**config.mk**
```make
export PLATFORM = sky130hd
export DESIGN_NAME = id_imm_ctrl_flat
export DESIGN_NICKNAME = d
export VERILOG_FILES = /design/src/rtl/id_imm_ctrl_if.sv /design/src/rtl/id_imm_ctrl.sv /design/src/flat_wrapper.sv
export SDC_FILE = /design/constraint.sdc
export NUM_CORES = 1
export LEC_CHECK = 0
export ABC_CLOCK_PERIOD_IN_PS = 1900
export CELL_PAD_IN_SITES_DETAIL_PLACEMENT = 2
export CELL_PAD_IN_SITES_GLOBAL_PLACEMENT = 2
export CORE_MARGIN = 2
export CORE_UTILIZATION = 22
export CTS_BUF_LIST = sky130_fd_sc_hd__clkbuf_4 sky130_fd_sc_hd__clkbuf_8
export CTS_CLUSTER_DIAMETER = 40
export DETAILED_ROUTE_END_ITERATION = 16
export GPL_ROUTABILITY_DRIVEN = 0
export HOLD_SLACK_MARGIN = 0.12
export PLACE_DENSITY = 0.92
export SLEW_MARGIN = 20
export SYNTH_ARGS = -nofsm -noshare
export SYNTH_HDL_FRONTEND = slang
export SYNTH_SLANG_ARGS = --single-unit
```
**constraint.sdc**
```tcl
create_clock -name clk -period 1.9 [get_ports clk]
set_input_delay 0.38 -clock clk [delete_from_list [all_inputs] [get_ports clk]]
set_output_delay 0.38 -clock clk [all_outputs]
set_load 0.005 [all_outputs]
```
**src/rtl/id_imm_ctrl_if.sv**
```systemverilog
// ---------------------------------------------------------------------------
// id_imm_ctrl_if
// Bundles the fetch->decode handshake, the decode<->immediate-extender link
// and the decode->execute handshake of the immediate-control stage.
//   InstrF/ValidF/ReadyD : instruction offer from fetch and its accept
//   FlushD               : redirect, discards decode contents
//   InstrD/ImmSrcD/SE    : registered word and format select to the extender,
//                          extended immediate back from it
//   ValidE/ReadyE        : execute-stage handshake
//   ImmExtE/ImmUsedE/IllegalE/IllegalCount : execute-stage results
// slave  : the id_imm_ctrl block
// master : the surrounding pipeline (fetch, extender, execute)
// ---------------------------------------------------------------------------
interface id_imm_ctrl_if;
  logic [31:0] InstrF;
  logic        ValidF;
  logic        ReadyD;
  logic        FlushD;
  logic [31:0] InstrD;
  logic [2:0]  ImmSrcD;
  logic [31:0] SE;
  logic        ReadyE;
  logic        ValidE;
  logic [31:0] ImmExtE;
  logic        ImmUsedE;
  logic        IllegalE;
  logic [7:0]  IllegalCount;

  modport slave (
    input  InstrF, ValidF, FlushD, SE, ReadyE,
    output ReadyD, InstrD, ImmSrcD, ValidE, ImmExtE, ImmUsedE, IllegalE,
           IllegalCount
  );

  modport master (
    output InstrF, ValidF, FlushD, SE, ReadyE,
    input  ReadyD, InstrD, ImmSrcD, ValidE, ImmExtE, ImmUsedE, IllegalE,
           IllegalCount
  );
endinterface

```
**src/rtl/id_imm_ctrl.sv**
```systemverilog
// ---------------------------------------------------------------------------
// id_imm_ctrl
// Two-register (decode, execute) elastic stage that holds an instruction,
// selects the immediate format for an external combinational extender,
// and captures the extended immediate plus used/illegal flags for execute.
// Ports:
//   clk  : rising-edge clock
//   rst  : synchronous active-high reset
//   bus  : id_imm_ctrl_if.slave (fetch offer, flush, extender link,
//          execute handshake and results, saturating illegal counter)
// ---------------------------------------------------------------------------
module id_imm_ctrl (
  input  logic            clk,
  input  logic            rst,
  id_imm_ctrl_if.slave    bus
);

  // Opcode decode: returns {imm_src[2:0], imm_used, illegal}.
  // R-type is legal but carries no immediate.
  function automatic logic [4:0] decode_op(input logic [6:0] op);
    logic [4:0] res;
    case (op)
      7'b0000011,
      7'b0010011,
      7'b1100111: res = {3'b000, 1'b1, 1'b0};
      7'b0100011: res = {3'b001, 1'b1, 1'b0};
      7'b1101111: res = {3'b010, 1'b1, 1'b0};
      7'b1100011: res = {3'b011, 1'b1, 1'b0};
      7'b0110111,
      7'b0010111: res = {3'b100, 1'b1, 1'b0};
      7'b0110011: res = {3'b000, 1'b0, 1'b0};
      default:    res = {3'b000, 1'b0, 1'b1};
    endcase
    return res;
  endfunction

  logic        valid_d_r;
  logic [31:0] instr_d_r;
  logic        valid_e_r;
  logic [31:0] imm_ext_e_r;
  logic        imm_used_e_r;
  logic        illegal_e_r;
  logic [7:0]  illegal_cnt_r;

  logic        adv_e_s;
  logic        ready_d_s;
  logic [2:0]  imm_src_s;
  logic        imm_used_s;
  logic        illegal_s;

  // Handshake: execute advances when empty or drained; decode accepts when
  // empty or advancing. Held ready during reset so fetch never sees a stall.
  always_comb begin
    adv_e_s   = !valid_e_r || bus.ReadyE;
    ready_d_s = rst || !valid_d_r || adv_e_s;
  end

  // Immediate format and flags of the decode-stage word; all zero when the
  // decode register is empty (or in reset) so nothing stale leaks forward.
  always_comb begin
    logic [4:0] dec_v;
    dec_v      = decode_op(instr_d_r[6:0]);
    imm_src_s  = 3'b000;
    imm_used_s = 1'b0;
    illegal_s  = 1'b0;
    if (!rst && valid_d_r) begin
      imm_src_s  = dec_v[4:2];
      imm_used_s = dec_v[1];
      illegal_s  = dec_v[0];
    end else begin
      imm_src_s  = 3'b000;
      imm_used_s = 1'b0;
      illegal_s  = 1'b0;
    end
  end

  // Decode register: a flush wins over a same-cycle accept (the offered
  // word is consumed but dropped); execute state is untouched by flush.
  always_ff @(posedge clk) begin
    if (rst) begin
      valid_d_r <= 1'b0;
      instr_d_r <= 32'h0000_0000;
    end else if (bus.FlushD) begin
      valid_d_r <= 1'b0;
    end else if (ready_d_s) begin
      if (bus.ValidF) begin
        valid_d_r <= 1'b1;
        instr_d_r <= bus.InstrF;
      end else begin
        valid_d_r <= 1'b0;
      end
    end
  end

  // Execute register: captures decode state and the extender result on
  // advance, otherwise holds stable under backpressure.
  always_ff @(posedge clk) begin
    if (rst) begin
      valid_e_r    <= 1'b0;
      imm_ext_e_r  <= 32'h0000_0000;
      imm_used_e_r <= 1'b0;
      illegal_e_r  <= 1'b0;
    end else if (adv_e_s) begin
      valid_e_r    <= valid_d_r;
      imm_ext_e_r  <= bus.SE;
      imm_used_e_r <= imm_used_s;
      illegal_e_r  <= illegal_s;
    end
  end

  // Saturating count of illegal instructions entering execute.
  always_ff @(posedge clk) begin
    if (rst) begin
      illegal_cnt_r <= 8'd0;
    end else if (adv_e_s && valid_d_r && illegal_s && (illegal_cnt_r != 8'd255)) begin
      illegal_cnt_r <= illegal_cnt_r + 8'd1;
    end
  end

  assign bus.ReadyD       = ready_d_s;
  assign bus.InstrD       = instr_d_r;
  assign bus.ImmSrcD      = imm_src_s;
  assign bus.ValidE       = valid_e_r;
  assign bus.ImmExtE      = imm_ext_e_r;
  assign bus.ImmUsedE     = imm_used_e_r;
  assign bus.IllegalE     = illegal_e_r;
  assign bus.IllegalCount = illegal_cnt_r;

endmodule

```
**src/flat_wrapper.sv**
```systemverilog
// flat-port wrapper written by rule: the top's interface ports become plain ports
module id_imm_ctrl_flat 
  (clk, rst, bus_InstrF, bus_ValidF, bus_FlushD, bus_SE, bus_ReadyE, bus_ReadyD, bus_InstrD, bus_ImmSrcD, bus_ValidE, bus_ImmExtE, bus_ImmUsedE, bus_IllegalE, bus_IllegalCount);
  id_imm_ctrl_if bus_i ();
  input  logic clk;
  input  logic rst;
  input wire logic [$bits(bus_i.InstrF)-1:0] bus_InstrF;
  input wire logic [$bits(bus_i.ValidF)-1:0] bus_ValidF;
  input wire logic [$bits(bus_i.FlushD)-1:0] bus_FlushD;
  input wire logic [$bits(bus_i.SE)-1:0] bus_SE;
  input wire logic [$bits(bus_i.ReadyE)-1:0] bus_ReadyE;
  output wire logic [$bits(bus_i.ReadyD)-1:0] bus_ReadyD;
  output wire logic [$bits(bus_i.InstrD)-1:0] bus_InstrD;
  output wire logic [$bits(bus_i.ImmSrcD)-1:0] bus_ImmSrcD;
  output wire logic [$bits(bus_i.ValidE)-1:0] bus_ValidE;
  output wire logic [$bits(bus_i.ImmExtE)-1:0] bus_ImmExtE;
  output wire logic [$bits(bus_i.ImmUsedE)-1:0] bus_ImmUsedE;
  output wire logic [$bits(bus_i.IllegalE)-1:0] bus_IllegalE;
  output wire logic [$bits(bus_i.IllegalCount)-1:0] bus_IllegalCount;
  assign bus_i.InstrF = bus_InstrF;
  assign bus_i.ValidF = bus_ValidF;
  assign bus_i.FlushD = bus_FlushD;
  assign bus_i.SE = bus_SE;
  assign bus_i.ReadyE = bus_ReadyE;
  assign bus_ReadyD = bus_i.ReadyD;
  assign bus_InstrD = bus_i.InstrD;
  assign bus_ImmSrcD = bus_i.ImmSrcD;
  assign bus_ValidE = bus_i.ValidE;
  assign bus_ImmExtE = bus_i.ImmExtE;
  assign bus_ImmUsedE = bus_i.ImmUsedE;
  assign bus_IllegalE = bus_i.IllegalE;
  assign bus_IllegalCount = bus_i.IllegalCount;
  id_imm_ctrl u_core (.clk(clk), .rst(rst), .bus(bus_i));
endmodule
```
==> run summary, run 1 <==
Status -> finished, final reports clean
Postcts setup bufs -> 0
CP required -> 1.52 ns
Antenna cells -> 0
Initial antenna violation count -> 0
Gr usage total -> 16.5%
Async S/R FF share, synth -> 0%
Top cell type's share of synthesized area -> 52.4%
Seq/Total Area, Yosys -> 52.4%
Largest cells by area after synthesis -> dfxtp_1 52%, nand2_1 17%, a21oi_1 12%
Clk sinks -> 76
Clock root buffer -> clkbuf_8
Number of synthesized flops with an enable pin -> 0
DR WL/cell -> 16.7 um
Critical-path cell list -> clkdlybuf4s50_1 -> nor2b_4 -> nand2_1 -> dlygate4sd2_1
Post-Syn Area -> 2910 um^2
Die Ht -> 119 um
Total power -> 0.00347 W
Clk slew on worst S/H paths -> 0.08 ns
Syn Nets -> 436
Slew @ Worst Pin -> 0.823 ns
Period minus WS final -> 1.82 ns
Layout area overhead -> 67.6%
Final ANT Viol Nets -> 0
Vias in the first global route -> 3613
Pre-antenna DRT Iters -> 6
Gr ovfl total -> 0
Final Hold Fails -> 0
CP arrival -> 1.44 ns
Internal power -> 0.00261 W
Share of layout cells above drive strength 1 -> 10.5%
Synth warn -> 0
Nets -> 591
Initial DRC Count -> 114
Ports -> 148
Overall die width -> 119 um
Nature of the critical path endpoint -> primary output
Via count -> 3176
CP max FO -> 4
Setup Skew -> 0.00643 ns
CP max stage cell -> clkdlybuf4s50_1
Clock share of power -> 36.0%
Routed WL -> 11700 um
VDD IR-drop max -> 304 uV
Clock buffer depth -> 2
Synth Flop Type -> dfxtp_1
Worst Setup Path Type -> primary input to primary output
Netlist cell types -> 40
Port Buffers -> 147
Initial core utilization -> 22.7%
Via-to-Cell Ratio -> 4.55
Clk_lat worst skew -> 0.36 ns
FILL cells -> 1425
Combinational share of power -> 14.7%
Commonest non-fill, non-tap cell in the layout -> clkdlybuf4s50_1
P_sw -> 0.000862 W
H-tree levels -> 3
First-pass GRT wire length -> 18500 um
Hold Path Class -> primary input to flop
MaxCap Viol Count -> 0
Yosys top cell by area -> dfxtp_1
FF-to-FF Start -> u_core.valid_d_r
Max Clock Freq -> 0.550 GHz
CTS tree -> yes
Core Footprint -> 12800 um^2
Switching share of power -> 24.8%
#FFs+latches synth -> 76
Rel. slew slack -> 45.2%
Synthesized instance count -> 366
Area of the die -> 14100 um^2
P per Cell Area -> 713 nW/um^2
WHS -> 0.353 ns
Commonest non-fill, non-tap cells in the layout -> 142 x clkdlybuf4s50_1, 135 x nand2_1, 72 x dfxtp_1
CP startpoint kind -> primary input
Leak -> 1.82 nW
Synth Area per Inst -> 7.94 um^2
Critical Path Start -> bus_ReadyE
Hold path start -> rst
Final setup vio count -> 0
Sequential power share -> 49.2%
Max Slew Vio Count -> 0
Row count -> 41
Residual DRC -> 0
HPWL Detailed -> 8760 um
Fin crit share -> 95.7%
RSZ-0062 raised after global routing -> yes
Max incr delay on CP -> 0.46 ns
Setup TNS -> 0 ns
Largest net degree at the start of global routing -> 72
Cts bufs inserted -> 9
==> metal layers <==
layer  track usage [%]  up-vias  wire length (um)
met5                 0        -                 0
met1              16.2     1558              4410
met2              32.0       88              6340
met3              5.84       11               780
met4              5.21        0               134
li1                  -     1519                 -
==> worst max-delay path, delay by kind of cell <==
kind	cells	cell delay (ns)
and+or+nand+nor	2	0.29
buffers and inverters	2	0.76
==> synth_stat cells (2+ instances only) <==
cell	count
a21oi_1	71
and3b_1	3
buf_1	3
buf_2	3
buf_6	2
clkbuf_1	16
dfxtp_1	76
inv_1	3
nand2_1	135
nand3_1	3
nand3b_1	2
nand4_1	4
nor2_1	9
nor2b_1	3
nor3_1	2
o21ai_0	5
or3_1	3
==> final timing paths <==
| check | to | slack (ns) | cells past startpoint |
|---|---|---|---|
| max | bus_ReadyD | 0.08 | 4 |
| min | u_core.bus.InstrD[1] | 0.35 | 3 |
| max reg2reg | u_core.bus.IllegalCount[5] | 0.12 | 6 |
| min reg2reg | u_core.bus.ImmExtE[1] | 0.46 | 2 |
==> flip-flops by register name (all words and copies together) (netlist names) <==
register and cells:
u_core.bus.IllegalCount 8, u_core.bus.IllegalE 1, u_core.bus.ImmExtE 32, u_core.bus.ImmUsedE 1
u_core.bus.InstrD 32, u_core.bus.ValidE 1, u_core.valid_d_r 1
==> cells by family after synthesis <==
| group | share of synthesized area (%) |
|---|---|
| xor+xnor | 0.302 |
| mux | 0.732 |
| buf+inv | 4.61 |
| flops | 52.4 |
| fa+ha+maj | 0.431 |
| compound gates | 15.9 |
| simple gates | 25.7 |
==> power by group through the flow <==
stage	combinational, W	sequential, W	clock (W)
2_1_floorplan	0.000140	0.00175	0
3_3_place_gp	0.000492	0.00174	0
3_5_place_dp	0.000518	0.00175	0
4_1_cts	0.000521	0.00171	0.00131
5_1_grt	0.000555	0.00172	0.00139
6_report	0.000511	0.00171	0.00125
==> repair_timing <==
item,CTS,global route
hold buffers,0,0
resized for setup,11,10
cloned,0,0
pin swaps,2,5
setup endpoints to repair,4,6
hold endpoints to repair,0,0
==> through the flow <==
stage	utilization (%)	std cells	setup slack [ns]	cell area [um^2]
2_1_floorplan	-	366	0.214	2910
3_3_place_gp	36.6	682	-0.155	4670
3_5_place_dp	36.6	682	-0.181	4670
4_1_cts	38.1	698	0.00220	4860
5_1_grt	38.1	698	-0.0488	4870
6_report	38.1	698	0.0814	4870
==> layout make-up <==
cell class	instances	area, um^2	area share [%]
Clock buffer	11	139	2.85
Clock inverter	5	52.6	1.08
Inverter	3	11.3	0.231
Multi-Input combinational cell	262	1260	26.0
Sequential cell	76	1530	31.4
Tap cell	172	215	4.42
Timing Repair Buffer	169	1660	34.0
Note: power is estimated with default switching activity, not from simulation.
==> inputs of run 2 (changes only) <==
--- a/config.mk
+++ b/config.mk
@@ -5,17 +5,18 @@
 export SDC_FILE = /design/constraint.sdc
 export NUM_CORES = 1
 export LEC_CHECK = 0
-export ABC_CLOCK_PERIOD_IN_PS = 1900
+export ABC_CLOCK_PERIOD_IN_PS = 2100
 export CELL_PAD_IN_SITES_DETAIL_PLACEMENT = 2
 export CELL_PAD_IN_SITES_GLOBAL_PLACEMENT = 2
 export CORE_MARGIN = 2
-export CORE_UTILIZATION = 22
+export CORE_UTILIZATION = 23
 export CTS_BUF_LIST = sky130_fd_sc_hd__clkbuf_4 sky130_fd_sc_hd__clkbuf_8
 export CTS_CLUSTER_DIAMETER = 40
+export CTS_CLUSTER_SIZE = 14
 export DETAILED_ROUTE_END_ITERATION = 16
-export GPL_ROUTABILITY_DRIVEN = 0
+export GPL_ROUTABILITY_DRIVEN = 1
 export HOLD_SLACK_MARGIN = 0.12
-export PLACE_DENSITY = 0.92
+export PLACE_DENSITY = 0.95
 export SLEW_MARGIN = 20
 export SYNTH_ARGS = -nofsm -noshare
 export SYNTH_HDL_FRONTEND = slang
==> constraint.sdc (replaced) <==
create_clock -name clk -period 2.1 [get_ports clk]
set_input_delay 0.42 -clock clk [delete_from_list [all_inputs] [get_ports clk]]
set_output_delay 0.42 -clock clk [all_outputs]
set_load 0.005 [all_outputs]
==> run summary, run 2 (synthesis results as in run 1) <==
HPWL Detailed -> 8620 um (-1.5%)
Initial antenna violation count -> 0 (unchanged)
Routed WL -> 11800 um (+0.92%)
Fin crit share -> 96.8%
Pre-antenna DRT Iters -> 4 (-2)
Gr ovfl total -> 0 (unchanged)
Initial core utilization -> 23.3% (+0.56 points)
Slew @ Worst Pin -> 0.625 ns (-0.197 ns)
Final Non-Filler Cells -> 695 (-0.43%)
Max Slew Vio Count -> 0 (unchanged)
Clk slew on worst S/H paths -> 0.07 ns (about the same)
Commonest non-fill, non-tap cell in the layout -> clkdlybuf4s50_1
CP arrival -> 1.61 ns (+0.17 ns)
Placed cell area -> 4620 um^2 (-0.96%)
Via count -> 3193 (+0.54%)
Final Hold Fails -> 0 (unchanged)
Status -> finished, final reports clean
CP startpoint kind -> flop
Clock buffer depth -> 2 (unchanged)
VDD IR-drop max -> 366 uV (+21%)
Rel. slew slack -> 58.3% (+13 points)
Overall die width -> 116 um (-2.1%)
Gr usage total -> 17.6% (+1.1 points)
Nature of the critical path endpoint -> primary output
GPL Wtd Cong -> 0.810
Ports -> 148 (unchanged)
H-tree levels -> 3 (unchanged)
Cells after DPL -> 676 (-0.88%)
Clk_lat worst skew -> 0.36 ns (about the same)
Die Ht -> 116 um (-2.1%)
Share of layout cells above drive strength 1 -> 9.18% (-1.3 points)
Clk sinks -> 76 (unchanged)
Hold Path Class -> flop to flop
CP required -> 1.68 ns (+0.16 ns)
Post-layout util -> 39.0% (+0.86 points)
Leak -> 1.82 nW (-0.14%)
Residual DRC -> 0 (unchanged)
Final setup vio count -> 0 (unchanged)
Layout area overhead -> 67.2%
Port Buffers -> 147 (unchanged)
DR WL/cell -> 16.9 um (+1.4%)
Via-to-Cell Ratio -> 4.59 (+0.97%)
Commonest non-fill, non-tap cells in the layout -> 142 x clkdlybuf4s50_1, 135 x nand2_1, 75 x dfxtp_1
Nets -> 588 (-0.51%)
Antenna cells -> 0 (unchanged)
MaxCap Viol Count -> 0 (unchanged)
Cts bufs inserted -> 9 (unchanged)
Final ANT Viol Nets -> 0 (unchanged)
P per Cell Area -> 638 nW/um^2 (-11%)
Clock root buffer -> clkbuf_8
CTS tree -> yes
Setup TNS -> 0 ns (unchanged)
Initial DRC Count -> 100 (-12%)
Worst Setup Path Type -> flop to primary output
Setup Skew -> 0.0134 ns (+0.00695 ns)
Vias in the first global route -> 3736 (+3.4%)
Row count -> 41 (unchanged)
CP max FO -> 5 (+1)
First-pass GRT wire length -> 18100 um (-1.9%)
Core Footprint -> 12500 um^2 (-2.4%)
Largest net degree at the start of global routing -> 56 (-22%)
Max Clock Freq -> 0.492 GHz
Area of the die -> 13500 um^2 (-4.2%)
WHS -> 0.453 ns (+0.0999 ns)
Design Area, Final -> 4860 um^2 (-0.21%)
Period minus WS final -> 2.03 ns
-- run 2: layer usage --
layer  global-route usage (%)  wire length, um  share of wire [%]  vias to the layer above
li1                         -                -                  -                     1512
met1                     16.4             4180                 35                     1555
met2                     34.0             6400                 54                       99
met3                     6.18              859                7.3                       27
met4                     8.33              327                2.8                        0
met5                        0                0                  0                        -
-- run 2: report_power, final --
| group | internal (W) | switching, W | leakage (nW) | total, W |
|---|---|---|---|---|
| combinational | 0.000282 | 0.000178 | 1.09 | 0.000460 |
| clock | 0.000566 | 0.000525 | 0.104 | 0.00109 |
| sequential | 0.00151 | 0.0000389 | 0.626 | 0.00155 |
| total | 0.00236 | 0.000742 | 1.82 | 0.00310 |
-- run 2: final timing paths --
path | startpoint | to | slack (ns) | depth (start not counted)
max | u_core.bus.InstrD[3] | bus_ImmSrcD[1] | 0.07 | 5
min | u_core.bus.ImmExtE[17] | u_core.bus.ImmExtE[17] | 0.45 | 2
max reg2reg | u_core.valid_d_r | u_core.bus.IllegalCount[7] | 0.28 | 6
min reg2reg | u_core.bus.ImmExtE[17] | u_core.bus.ImmExtE[17] | 0.45 | 2
-- run 2: through the flow --
step	setup slack, ns	power, W
2_1_floorplan	0.407	0.00171
3_3_place_gp	0.0121	0.00201
3_5_place_dp	-0.0377	0.00204
4_1_cts	0.00888	0.00316
5_1_grt	-0.0168	0.00328
6_report	0.0667	0.00310
-- run 2: area by class of cell --
| cell class | count | area [um^2] |
|---|---|---|
| clock buffers | 15 | 188 |
| clock inverters | 1 | 5.00 |
| fillers | 1428 | 7610 |
| inverters | 3 | 11.3 |
| multi-input cells | 262 | 1270 |
| flip-flops and latches | 76 | 1520 |
| well taps | 172 | 215 |
| repair buffers | 166 | 1650 |
-- run 2: what timing repair did --
| item | CTS | global route |
|---|---|---|
| pin swaps | 2 | 0 |
| resized for setup | 7 | 4 |
| setup buffers | 1 | 2 |
| hold buffers | 0 | 0 |
| endpoints found under the setup margin | 4 | 3 |
-- run 2: critical path: stages, from the launching register on --
cell	delay [ns]
dfxtp_1	0.32
buf_4	0.15
xnor2_1	0.15
nand4_1	0.19
nor2_2	0.18
dlygate4sd2_1	0.26
==> inputs of run 3 (changes only) <==
--- a/config.mk
+++ b/config.mk
@@ -9,14 +9,14 @@
 export CELL_PAD_IN_SITES_DETAIL_PLACEMENT = 2
 export CELL_PAD_IN_SITES_GLOBAL_PLACEMENT = 2
 export CORE_MARGIN = 2
-export CORE_UTILIZATION = 23
-export CTS_BUF_LIST = sky130_fd_sc_hd__clkbuf_4 sky130_fd_sc_hd__clkbuf_8
+export CORE_UTILIZATION = 22
 export CTS_CLUSTER_DIAMETER = 40
 export CTS_CLUSTER_SIZE = 14
 export DETAILED_ROUTE_END_ITERATION = 16
 export GPL_ROUTABILITY_DRIVEN = 1
 export HOLD_SLACK_MARGIN = 0.12
-export PLACE_DENSITY = 0.95
+export PLACE_DENSITY = 0.92
+export SETUP_SLACK_MARGIN = 0.2
 export SLEW_MARGIN = 20
 export SYNTH_ARGS = -nofsm -noshare
 export SYNTH_HDL_FRONTEND = slang
==> run summary, run 3 (synthesis results as in run 1) <==
CP arrival -> 2.10 ns (+0.49 ns)
Multi-input logic area -> 1310 um^2 (+2.7%)
Register area -> 1530 um^2 (+0.16%)
Leak -> 1.89 nW (+4.0%)
P_sw -> 0.000788 W (+6.1%)
GPL Wtd Cong -> 0.760 (-6.2%)
MaxCap Viol Count -> 0 (unchanged)
Slew @ Worst Pin -> 0.477 ns (-0.148 ns)
Clock buffer depth -> 2 (unchanged)
WHS -> 0.452 ns (-0.00139 ns)
Residual DRC -> 0 (unchanged)
Row count -> 41 (unchanged)
Sequential power share -> 43.6% (-6.3 points)
Setup ws final -> 0.221 ns (+0.154 ns)
Rel. slew slack -> 68.2% (+9.9 points)
Worst R2R End -> u_core.bus.IllegalCount[3]
Cts bufs inserted -> 9 (unchanged)
RSZ-0062 raised after global routing -> yes
DR WL/cell -> 16.9 um (about the same)
CP required -> 2.32 ns (+0.64 ns)
Commonest non-fill, non-tap cells in the layout -> 141 x clkdlybuf4s50_1, 135 x nand2_1, 73 x dfxtp_1
Combinational share of power -> 13.2% (-1.7 points)
P per Cell Area -> 706 nW/um^2 (+11%)
Internal power -> 0.00277 W (+17%)
Nature of the critical path endpoint -> flop
Layout area overhead -> 73.2%
Core Footprint -> 12800 um^2 (+2.5%)
Commonest non-fill, non-tap cell in the layout -> clkdlybuf4s50_1
Clock root buffer -> clkbuf_16
Worst hold path stage count -> 2 (unchanged)
Max Clock Freq -> 0.532 GHz (+8.2%)
Total power -> 0.00355 W (+15%)
Die Ht -> 119 um (+2.2%)
Via-to-Cell Ratio -> 4.55 (-1.0%)
Max Slew Vio Count -> 0 (unchanged)
HPWL Detailed -> 8590 um (-0.33%)
Area of the die -> 14100 um^2 (+4.4%)
H-tree levels -> 3 (unchanged)
Setup Skew -> 0.00583 ns (-0.00755 ns)
Share of layout cells above drive strength 1 -> 11.0% (+1.9 points)
Pre-CTS setup slack -> -0.110 ns (-0.0723 ns)
Antenna cells -> 0 (unchanged)
FILL cells -> 1417 (-0.77%)
Initial core utilization -> 22.7% (-0.56 points)
Clk_lat worst skew -> 0.33 ns (-0.03 ns)
R2r worst-path depth -> 7 (+1)
Fin crit share -> 89.5% (-7.3 points)
Hold path start -> u_core.bus.ImmExtE[12]
Vias in the first global route -> 3668 (-1.8%)
Port Buffers -> 147 (unchanged)
Setup TNS -> 0 ns (unchanged)
Clk slew on worst S/H paths -> 0.06 ns (about the same)
Hold Path Class -> flop to flop
Final Hold Fails -> 0 (unchanged)
First-pass GRT wire length -> 18700 um (+2.9%)
Worst Hold Path EP -> u_core.bus.ImmExtE[12]
FF-to-FF Start -> u_core.bus.InstrD[6]
Via count -> 3170 (-0.72%)
Pre-antenna DRT Iters -> 4 (unchanged)
Post-layout util -> 39.4% (+0.42 points)
R2r setup slk -> 0.22 ns (-0.06 ns)
Switching share of power -> 22.2% (-1.8 points)
Clock share of power -> 43.2% (+8.0 points)
Nets -> 592 (+0.68%)
Worst Setup Path Type -> flop to flop
Overall die width -> 119 um (+2.2%)
CP startpoint kind -> flop
Ports -> 148 (unchanged)
Final setup vio count -> 0 (unchanged)
VDD IR-drop max -> 286 uV (-22%)
Largest net degree at the start of global routing -> 43 (-23%)
Period minus WS final -> 1.88 ns (-0.154 ns)
Gr usage total -> 16.7% (-0.93 points)
Hold Buf Count CTS -> 0 (unchanged)
Status -> finished, final reports clean
Initial DRC Count -> 92 (-8.0%)
Final ANT Viol Nets -> 0 (unchanged)
CP max FO -> 6 (+1)
Gr ovfl total -> 0 (unchanged)
CTS tree -> yes
Initial antenna violation count -> 0 (unchanged)
Routed WL -> 11800 um (+0.28%)
Clk sinks -> 76 (unchanged)
==> run 3: changes by cell type in the layout (fill, tap and decap cells not counted), moves of 2 or more <==
cell,delta
clkbuf_16,+10
dfxtp_1,-2
dlygate4sd2_1,-2
dfxtp_2,+2
buf_4,+2
clkbuf_2,+2
clkbuf_4,-3
clkbuf_8,-10
==> run 3: area by class of cell <==
type | count | share of cell area, %
Tap cell | 172 | 4.28
Inverter | 3 | 0.224
Timing Repair Buffer | 170 | 33.5
Clock buffer | 12 | 5.10
Sequential cell | 76 | 30.3
Clock inverter | 2 | 0.696
Multi-Input combinational cell | 262 | 25.9
==> run 3: repair_timing <==
| item | CTS | global route |
|---|---|---|
| resized for setup | 11 | 18 |
| setup buffers | 2 | 3 |
| pin swaps | 2 | 5 |
| setup endpoints to repair | 4 | 11 |
| endpoints found under the hold margin | 0 | 0 |
| cloned | 0 | 1 |
==> run 3: worst max path at each step <==
stage / start / endpoint / slack, ns / depth (start not counted)
after CTS: u_core.bus.InstrD[3] / bus_ImmSrcD[0] / 0.10 / 4
after floorplan: bus_ReadyE / u_core.bus.IllegalCount[5] / 0.41 / 6
after global routing: u_core.bus.InstrD[3] / u_core.bus.IllegalCount[3] / 0.13 / 9
after detailed placement: bus_ReadyE / bus_ReadyD / -0.11 / 4
final: u_core.bus.InstrD[6] / u_core.bus.IllegalCount[3] / 0.22 / 7
after global placement: bus_ReadyE / bus_ReadyD / -0.08 / 4
==> run 3: worst max-delay path, cell delays in order (launching register included) <==
cell	delay, ns
dfxtp_2	0.34
buf_6	0.12
and2b_1	0.19
o211ai_1	0.28
nand3_2	0.17
buf_4	0.18
clkbuf_16	0.15
o41ai_1	0.35
==> run 3: layer usage <==
| metal | global-route usage [%] | up-vias | share of wire [%] |
|---|---|---|---|
| li1 | - | 1519 | - |
| met1 | 16.4 | 1547 | 37 |
| met2 | 31.8 | 88 | 54 |
| met3 | 5.84 | 16 | 6.9 |
| met4 | 6.18 | 0 | 1.9 |
| met5 | 0 | - | 0 |
==> run 3: per-stage QoR <==
step / cells / instance area (um^2)
after global placement: 677 / 4620
after global routing: 697 / 5030
after CTS: 693 / 4950
final: 697 / 5030
after detailed placement: 677 / 4620
after floorplan: 366 / 2910
==> run 3: power by group through the flow <==
stage,clock (W),sequential (W),combinational [W]
after detailed placement,0,0.00158,0.000463
after CTS,0.00160,0.00155,0.000470
final,0.00154,0.00155,0.000468
after global placement,0,0.00157,0.000441
after global routing,0.00167,0.00156,0.000509
after floorplan,0,0.00158,0.000127
